--- src/rtl/spi_ram_burst_if.sv ---
// Command/response bus between the SPI deserialiser/serialiser and spi_ram_burst.
// The command side and the response side each use a ready/valid handshake.
interface spi_ram_burst_if #(
  parameter int unsigned DATA_W = 8
);
  logic [DATA_W+1:0] din;
  logic              rx_valid;
  logic              rx_ready;
  logic [DATA_W-1:0] dout;
  logic              tx_valid;
  logic              tx_ready;

  modport master (
    output din, rx_valid, tx_ready,
    input  rx_ready, dout, tx_valid
  );

  modport slave (
    input  din, rx_valid, tx_ready,
    output rx_ready, dout, tx_valid
  );
endinterface

--- src/rtl/spi_ram_burst.sv ---
// Command-decoded single-port RAM with optional burst addressing, a ready/valid
// response register, and a zero-fill sweep of the whole array after reset.
module spi_ram_burst #(
  parameter int unsigned DATA_W         = 8,
  parameter int unsigned ADDR_W         = 8,
  parameter bit          AUTO_INC       = 1'b1,
  parameter bit          CLEAR_ON_RESET = 1'b1
) (
  input  logic           clk,
  input  logic           rst_n,
  spi_ram_burst_if.slave bus,
  output logic           busy_o
);
  localparam int unsigned DEPTH = 2**ADDR_W;

  typedef enum logic [1:0] {
    OP_SET_WADDR = 2'b00,
    OP_WRITE     = 2'b01,
    OP_SET_RADDR = 2'b10,
    OP_READ      = 2'b11
  } op_e;

  typedef enum logic {
    ST_CLEAR,
    ST_RUN
  } state_e;

  state_e            state_q, state_d;
  logic [ADDR_W-1:0] clr_addr_q, clr_addr_d;
  logic [ADDR_W-1:0] addr_wr_q, addr_wr_d;
  logic [ADDR_W-1:0] addr_rd_q, addr_rd_d;
  logic [DATA_W-1:0] dout_q, dout_d;
  logic              tx_valid_q, tx_valid_d;
  logic [DATA_W-1:0] mem_q [DEPTH];

  op_e               opcode;
  logic [DATA_W-1:0] payload;
  logic              clearing;
  logic              rx_ready;
  logic              accept;
  logic              mem_we;
  logic [ADDR_W-1:0] mem_waddr;
  logic [DATA_W-1:0] mem_wdata;
  logic              rd_en;

  assign opcode  = op_e'(bus.din[DATA_W+1:DATA_W]);
  assign payload = bus.din[DATA_W-1:0];
  assign accept  = bus.rx_valid && rx_ready;

  always_ff @(posedge clk or negedge rst_n) begin
    if (!rst_n) begin
      state_q <= CLEAR_ON_RESET ? ST_CLEAR : ST_RUN;
    end else begin
      state_q <= state_d;
    end
  end

  always_comb begin
    state_d = state_q;
    if (state_q == ST_CLEAR && clr_addr_q == '1) begin
      state_d = ST_RUN;
    end
  end

  // A pending response blocks every opcode, not just READ, so ordering is kept.
  always_comb begin
    clearing = (state_q == ST_CLEAR);
    busy_o   = clearing;
    rx_ready = !clearing && (!tx_valid_q || bus.tx_ready);
  end

  always_comb begin
    clr_addr_d = clr_addr_q;
    addr_wr_d  = addr_wr_q;
    addr_rd_d  = addr_rd_q;
    mem_we     = 1'b0;
    mem_waddr  = addr_wr_q;
    mem_wdata  = payload;
    rd_en      = 1'b0;
    if (clearing) begin
      mem_we     = 1'b1;
      mem_waddr  = clr_addr_q;
      mem_wdata  = '0;
      clr_addr_d = clr_addr_q + ADDR_W'(1);
    end else if (accept) begin
      unique case (opcode)
        OP_SET_WADDR: addr_wr_d = payload[ADDR_W-1:0];
        OP_WRITE: begin
          mem_we = 1'b1;
          if (AUTO_INC) addr_wr_d = addr_wr_q + ADDR_W'(1);
        end
        OP_SET_RADDR: addr_rd_d = payload[ADDR_W-1:0];
        OP_READ: begin
          rd_en = 1'b1;
          if (AUTO_INC) addr_rd_d = addr_rd_q + ADDR_W'(1);
        end
        default: ;
      endcase
    end
  end

  always_comb begin
    dout_d     = dout_q;
    tx_valid_d = tx_valid_q;
    if (tx_valid_q && bus.tx_ready) tx_valid_d = 1'b0;
    if (rd_en) begin
      dout_d     = mem_q[addr_rd_q];
      tx_valid_d = 1'b1;
    end
  end

  always_ff @(posedge clk or negedge rst_n) begin
    if (!rst_n) begin
      clr_addr_q <= '0;
      addr_wr_q  <= '0;
      addr_rd_q  <= '0;
      dout_q     <= '0;
      tx_valid_q <= 1'b0;
    end else begin
      clr_addr_q <= clr_addr_d;
      addr_wr_q  <= addr_wr_d;
      addr_rd_q  <= addr_rd_d;
      dout_q     <= dout_d;
      tx_valid_q <= tx_valid_d;
    end
  end

  // Array has no reset so it stays RAM-inferable; the sweep does the clearing.
  always_ff @(posedge clk) begin
    if (mem_we) mem_q[mem_waddr] <= mem_wdata;
  end

  assign bus.rx_ready = rx_ready;
  assign bus.dout     = dout_q;
  assign bus.tx_valid = tx_valid_q;
endmodule

--- src/flat_wrapper.sv ---
// flat-port wrapper written by rule: the top's interface ports become plain ports
module spi_ram_burst_flat 
#(
  parameter int unsigned DATA_W         = 8,
  parameter int unsigned ADDR_W         = 8,
  parameter bit          AUTO_INC       = 1'b1,
  parameter bit          CLEAR_ON_RESET = 1'b1
)
  (clk, rst_n, busy_o, bus_din, bus_rx_valid, bus_tx_ready, bus_rx_ready, bus_dout, bus_tx_valid);
  spi_ram_burst_if #(.DATA_W(DATA_W)) bus_i ();
  input  logic clk;
  input  logic rst_n;
  output logic busy_o;
  input wire logic [$bits(bus_i.din)-1:0] bus_din;
  input wire logic [$bits(bus_i.rx_valid)-1:0] bus_rx_valid;
  input wire logic [$bits(bus_i.tx_ready)-1:0] bus_tx_ready;
  output wire logic [$bits(bus_i.rx_ready)-1:0] bus_rx_ready;
  output wire logic [$bits(bus_i.dout)-1:0] bus_dout;
  output wire logic [$bits(bus_i.tx_valid)-1:0] bus_tx_valid;
  assign bus_i.din = bus_din;
  assign bus_i.rx_valid = bus_rx_valid;
  assign bus_i.tx_ready = bus_tx_ready;
  assign bus_rx_ready = bus_i.rx_ready;
  assign bus_dout = bus_i.dout;
  assign bus_tx_valid = bus_i.tx_valid;
  spi_ram_burst #(.DATA_W(DATA_W), .ADDR_W(ADDR_W), .AUTO_INC(AUTO_INC), .CLEAR_ON_RESET(CLEAR_ON_RESET)) u_core (.clk(clk), .rst_n(rst_n), .bus(bus_i), .busy_o(busy_o));
endmodule
--- config.mk ---
export PLATFORM = sky130hd
export DESIGN_NAME = spi_ram_burst_flat
export DESIGN_NICKNAME = d
export VERILOG_FILES = /design/src/rtl/spi_ram_burst_if.sv /design/src/rtl/spi_ram_burst.sv /design/src/flat_wrapper.sv
export SDC_FILE = /design/constraint.sdc
export NUM_CORES = 2
export LEC_CHECK = 0
export ABC_AREA = 1
export BUFFER_PORTS_ARGS = -buffer_cell sky130_fd_sc_hd__buf_4
export CORE_UTILIZATION = 35
export DETAILED_ROUTE_END_ITERATION = 10
export GPL_ROUTABILITY_DRIVEN = 1
export SLEW_MARGIN = 20
export SYNTH_ARGS = -nofsm -noshare
export SYNTH_HDL_FRONTEND = slang
export SYNTH_SLANG_ARGS = --single-unit
--- constraint.sdc ---
create_clock -name clk -period 6.4 [get_ports clk]
set_input_delay 0.64 -clock clk [delete_from_list [all_inputs] [get_ports clk]]
set_output_delay 0.64 -clock clk [all_outputs]
set_load 0.01 [all_outputs]
=== After elaboration in Yosys (flattened, before gate mapping) ===
Memories as Yosys holds them, arrays and structs flattened. A register that Yosys moved wholly into a read port is not among the register bits.
Index checks and enable logic that the tools add are counted.

* Flip-flop bits (word level): 26
* Bits in writable memories: 2,048
* Input port bits: 14
* Output and inout bits: 11
* Memories kept: 1

{| class="wikitable"
|+ Memory list
! name !! words !! width !! read ports !! clocked after Yosys merged registers in !! write ports !! line !! text
|-
| u_core.mem_q || 256 || 8 || 1 || 1 || 1 || spi_ram_burst.sv:34 || <nowiki>logic [DATA_W-1:0] mem_q [DEPTH];</nowiki>
|}

* $add $sub $neg: 3
* Equality and inequality tests: 4
* Muxes and demuxes: 14
* Bitwise logic cells: 1
* Reduce and logical (&&, ||, !) cells: 13

{| class="wikitable"
|+ Operators by type and width
! operator !! count
|-
| one-hot mux 8 bit (2 select lines) || 2
|-
| adder 8 x 1 -> 8 bit (second input constant) || 3
|-
| two-way mux 8 bit || 2
|-
| two-way mux 1 bit || 10
|-
| equality test 8 bit (second input constant) || 1
|-
| AND reduction 3 bit || 2
|-
| nonzero test 2 bit || 3
|-
| equality test 2 bit (second input constant) || 2
|-
| logical AND 1 bit || 4
|-
| equality test 2 x 1 -> 1 bit (second input constant) || 1
|-
| logical NOT 1 bit || 2
|-
| logical NOT 2 bit || 1
|-
| logical OR 1 bit || 1
|-
| NOT 1 bit || 1
|}

=== Longest topological paths before layout ===
* Depth in word-level cells: 8
* Gate-level depth with buffers: 21

=== Worst setup path before layout ===
Ideal clock, no wire load.

* Path type: reg-to-reg
* Start: register u_core.state_q
* End: memory u_core.mem_q[0][0] (data pin)
* Setup time: 0.774 ns
* Arrival: 3.803 ns
* Required time: 5.626 ns
* Path slack: 1.823 ns
* Cell stages (with the launch flop): 6
* Clock period less this slack: 4.577 ns
* Path through: dfrtp_1 buf_2 buf_2 buf_1 nand2_1 inv_1

* Word-level cells in the longest chain between the ends: 1

{| class="wikitable"
|+ RTL lines
! what !! line !! text
|-
| start, declared || spi_ram_burst.sv:28 || <nowiki>state_e state_q, state_d;</nowiki>
|-
| start signal, assigned || spi_ram_burst.sv:52 || <nowiki>state_q <= CLEAR_ON_RESET ? ST_CLEAR : ST_RUN;</nowiki>
|-
| start signal, assigned || spi_ram_burst.sv:54 || <nowiki>state_q <= state_d;</nowiki>
|-
| two-way mux 8 bit || spi_ram_burst.sv:80 || <nowiki>if (clearing) begin</nowiki>
|-
| via u_core.mem_wdata[0] || spi_ram_burst.sv:43 || <nowiki>logic [DATA_W-1:0] mem_wdata;</nowiki>
|-
| end, declared || spi_ram_burst.sv:34 ||
|}

The timed path passes the listed nets, and every way through them passes these cells.

=== Final worst setup path ===
* Start: register u_core.state_q
* End: memory u_core.mem_q[69][2] (enable)

* Word-level cells in the longest chain between the ends: 6
* Elaborated cells on any way between the ends: 7
* Classes of those cells: mux (5); reduce/logical (2)

{| class="wikitable"
|+ RTL lines
! what !! line !! text
|-
| logical AND 1 bit || spi_ram_burst.sv:69 || <nowiki>rx_ready = !clearing && (!tx_valid_q || bus.tx_ready);</nowiki>
|-
| logical AND 1 bit || spi_ram_burst.sv:48 || <nowiki>assign accept = bus.rx_valid && rx_ready;</nowiki>
|-
| two-way mux 1 bit || spi_ram_burst.sv:85 || <nowiki>end else if (accept) begin</nowiki>
|-
| two-way mux 1 bit || spi_ram_burst.sv:80 ||
|-
| two-way mux 1 bit || spi_ram_burst.sv:130 || <nowiki>if (mem_we) mem_q[mem_waddr] <= mem_wdata;</nowiki>
|-
| two-way mux 1 bit (implied by the code) || spi_ram_burst.sv:130 ||
|}

Parallel ways exist; a longest one is shown, timed or not.

==> flow_metrics.env <==
export IMPL_rows=182
export IMPL_die_h_um=501
export IMPL_setup_viol=0
export IMPL_cts_path_max_buffers=3
export IMPL_r2r_cells=10
export IMPL_cts_tree="built"
export IMPL_vdd_ir_drop_max_v=0.000219
export IMPL_first_pass_iters=6
export IMPL_hpwl_um=143000
export IMPL_clk_pin_slew_ns=0.06
export IMPL_leakage_nw=32.3
export IMPL_synth_most_common_cell="edfxtp_1"
export IMPL_synth_area_um2=87300
export IMPL_antenna_found_initial=8
export IMPL_yosysTopAreaCell="edfxtp_1"
export IMPL_hold_start="bus_din[3]"
export IMPL_crit_required_ns=6.87
export IMPL_whs_ns=0.116
export IMPL_post_cts_resized=0
export IMPL_async_flop_share_pct=1.63
export IMPL_finalHoldViolCount=0
export IMPL_cts_root_buf="clkbuf_16"
export IMPL_min_to="u_core.addr_wr_q[3]"
export IMPL_syn_avg_cell_area_um2=10.9
export IMPL_synth_fp_nets=8018
export IMPL_drc=0
export IMPL_cts_setup_buffers=0
export IMPL_yosys_warnings=0
export IMPL_period_needed_ns=4.31
export IMPL_synthTopCellsByArea="edfxtp_1 (70%), nand2_1 (8.7%), nor2_1 (6.0%), o21ai_0 (3.4%), nand3_1 (3.3%)"
export IMPL_syn_instance_count=8001
export IMPL_synth_seq_cells=2082
export IMPL_avgRoutedWirePerCell_um=22.0
export IMPL_path_cells="inv_2 > or2_2 > o21ai_0 > inv_1 > nor2_1 > inv_1 > nor2_1 > nand2_1 > buf_4 > nor2_1"
export IMPL_crit_slowest_cell="dfrtp_1"
export IMPL_h_tree_depth=4
export IMPL_postRouteWirelength_um=250000
export IMPL_ys_seq_area_share_pct=71.5
export IMPL_nets=7884
export IMPL_regToRegSetupSlack_ns=2.09
export IMPL_holdPathStages=3
export IMPL_critical_path_class="flip-flop to flip-flop"
export IMPL_timing_rr_start="u_core.state_q"
export IMPL_synth_cell_types=30
export IMPL_max_cap_violations=0
export IMPL_fin_tns_setup_ns=0
export IMPL_dieArea_um2=251000
export IMPL_vias=58600
export IMPL_layout_setup_ws_ns=2.09
export IMPL_cp_common_cell="nor2_1"
export IMPL_relSlewSlack_pct=24.6
export IMPL_start_util_pct=35.3
export IMPL_io_pins=25
export IMPL_clkSinkCount=2082
export IMPL_track_usage_pct=19.5
export IMPL_crit_arrival_ns=4.78
export IMPL_powerDensity_nw_per_um2=290
export IMPL_synth_top_area_share_pct=70.5
export IMPL_synth_edff_count=2048
export IMPL_worst_pin_slew_ns=1.13
export IMPL_die_x_um=501
export IMPL_cp_max_fo=28
export IMPL_coreArea_um2=247000
export IMPL_final_layout_size_suffix_gt1_share_pct=5.54
export IMPL_skew_ns=0.0409
export IMPL_rsz0062_at_grt="false"
export IMPL_cpPeakStageDelay_ns=0.90
export IMPL_status="finished, final reports clean"
export IMPL_final_area_um2=97400
export IMPL_syn_to_final_growth_pct=11.6
export IMPL_via_per_inst=5.16
export IMPL_reg2reg_to="u_core.mem_q[69][2]"
export IMPL_cts_buffers=211
export IMPL_synth_top_cells_by_count="edfxtp_1 (2,048), nand2_1 (2,017), nor2_1 (1,395)"
export IMPL_fin_crit_sh_pct=67.4
export IMPL_io_buffers=24
export IMPL_endpoint_kind="flip-flop"
export IMPL_drtAntennaViolNets=0
export IMPL_hp_class="input port to flip-flop"
export IMPL_worstSkewPairLatency_ns=0.86
export IMPL_dpl_cell_area_um2=90500
export IMPL_drt_iter0_drc=7079
export IMPL_grt_pass1_wl_um=367000
export IMPL_start_kind="flip-flop"
export IMPL_grt_max_degree=199
export IMPL_grt_pass1_vias=56400
export IMPL_slew_violations=0
export IMPL_grt_overflow_total=0
export IMPL_preCtsSetupSlack_ns=2.35
export IMPL_fmax_ghz=0.232
export IMPL_gp_congestion=0.935
export IMPL_synthFlopType="edfxtp_1"
==> cell families after synthesis <==
logic type / share of synthesized area [%]
AOI/OAI and AO/OA: 5.53
adders and majority gates: 0.0430
xor gates and xnor gates: 0.100
DFF: 71.5
and+or+nand+nor: 18.1
buffers and inverters: 4.81
==> flip-flops by register name (all words and copies together) (netlist names) <==
| signal | cells |
|---|---|
| u_core.mem_q | 2048 |
| u_core.addr_rd_q | 8 |
| u_core.addr_wr_q | 8 |
| u_core.bus.dout | 8 |
| u_core.clr_addr_q | 8 |
| u_core.bus.tx_valid | 1 |
| u_core.state_q | 1 |
==> worst max-delay path by stage <==
stage | start | end | slack (ns)
2_1_floorplan | u_core.state_q | u_core.mem_q[0][0] | 1.82
6_report | u_core.state_q | u_core.mem_q[69][2] | 2.09
4_1_cts | u_core.state_q | u_core.mem_q[69][4] | 2.30
5_1_grt | u_core.state_q | u_core.mem_q[69][2] | 1.91
3_5_place_dp | u_core.state_q | u_core.mem_q[69][6] | 2.35
3_3_place_gp | u_core.state_q | u_core.mem_q[69][6] | 2.37
==> stage by stage <==
step	std cells	utilization, %	power [W]
4_1_cts	11400	39.4	0.0284
2_1_floorplan	8001	-	0.0159
3_5_place_dp	11000	36.7	0.0163
6_report	11400	39.5	0.0283
3_3_place_gp	11000	36.7	0.0163
5_1_grt	11400	39.5	0.0290
==> final cells by class <==
class	instances	area (um2)
diodes	4	10.0
clock buffers	257	5540
clock inverters	137	1260
fillers	23600	149000
inverters	540	2110
multi-input cells	4913	20700
flip-flops and latches	2082	62400
well taps	3312	4140
repair buffers	119	1260
==> power breakdown <==
part           internal (W)  switching (W)  total [W]  leakage (nW)
clock               0.00698        0.00525     0.0122          3.32
sequential           0.0147      0.0000212     0.0148          14.6
combinational      0.000323       0.000943    0.00127          14.4
total                0.0220        0.00622     0.0283          32.3
==> worst max-delay path: cells and delay by family, from the launching register on <==
| kind | cells | cell delay (ns) |
|---|---|---|
| buffers and inverters | 4 | 0.96 |
| DFF | 1 | 0.90 |
| and+or+nand+nor | 5 | 1.78 |
| AOI/OAI and AO/OA | 1 | 0.26 |
==> placed cells by master, fill, tap and decap left out, types with 21 or more instances in the layout <==
cell / synthesis / routed
edfxtp_1: 2048 / 2048
nand2_1: 2017 / 2014
nor2_1: 1395 / 1392
o21ai_0: 601 / 601
nand3_1: 577 / 577
inv_1: 528 / 518
clkbuf_16: 0 / 213
a21oi_1: 118 / 118
o211ai_1: 117 / 117
buf_4: 48 / 89
clkinv_1: 8 / 62
o21ai_1: 51 / 51
clkinv_2: 0 / 42
clkbuf_1: 213 / 40
dfrtp_1: 34 / 31
buf_12: 0 / 27
bufinv_16: 0 / 21
==> per-layer routing <==
metal	vias to the layer above	GRT usage, %	wire length [um]
li1	26700	-	-
met1	28800	26.6	104000
met2	2625	31.3	116000
met3	430	3.33	21000
met4	4	6.73	8240
met5	-	0	24
==> what timing repair did <==
item | in CTS | in global routing
hold buffers | 2 | 0
setup endpoints to repair | 0 | 0
endpoints found under the hold margin | 35 | 0
Note: power is estimated with default switching activity, not from simulation.
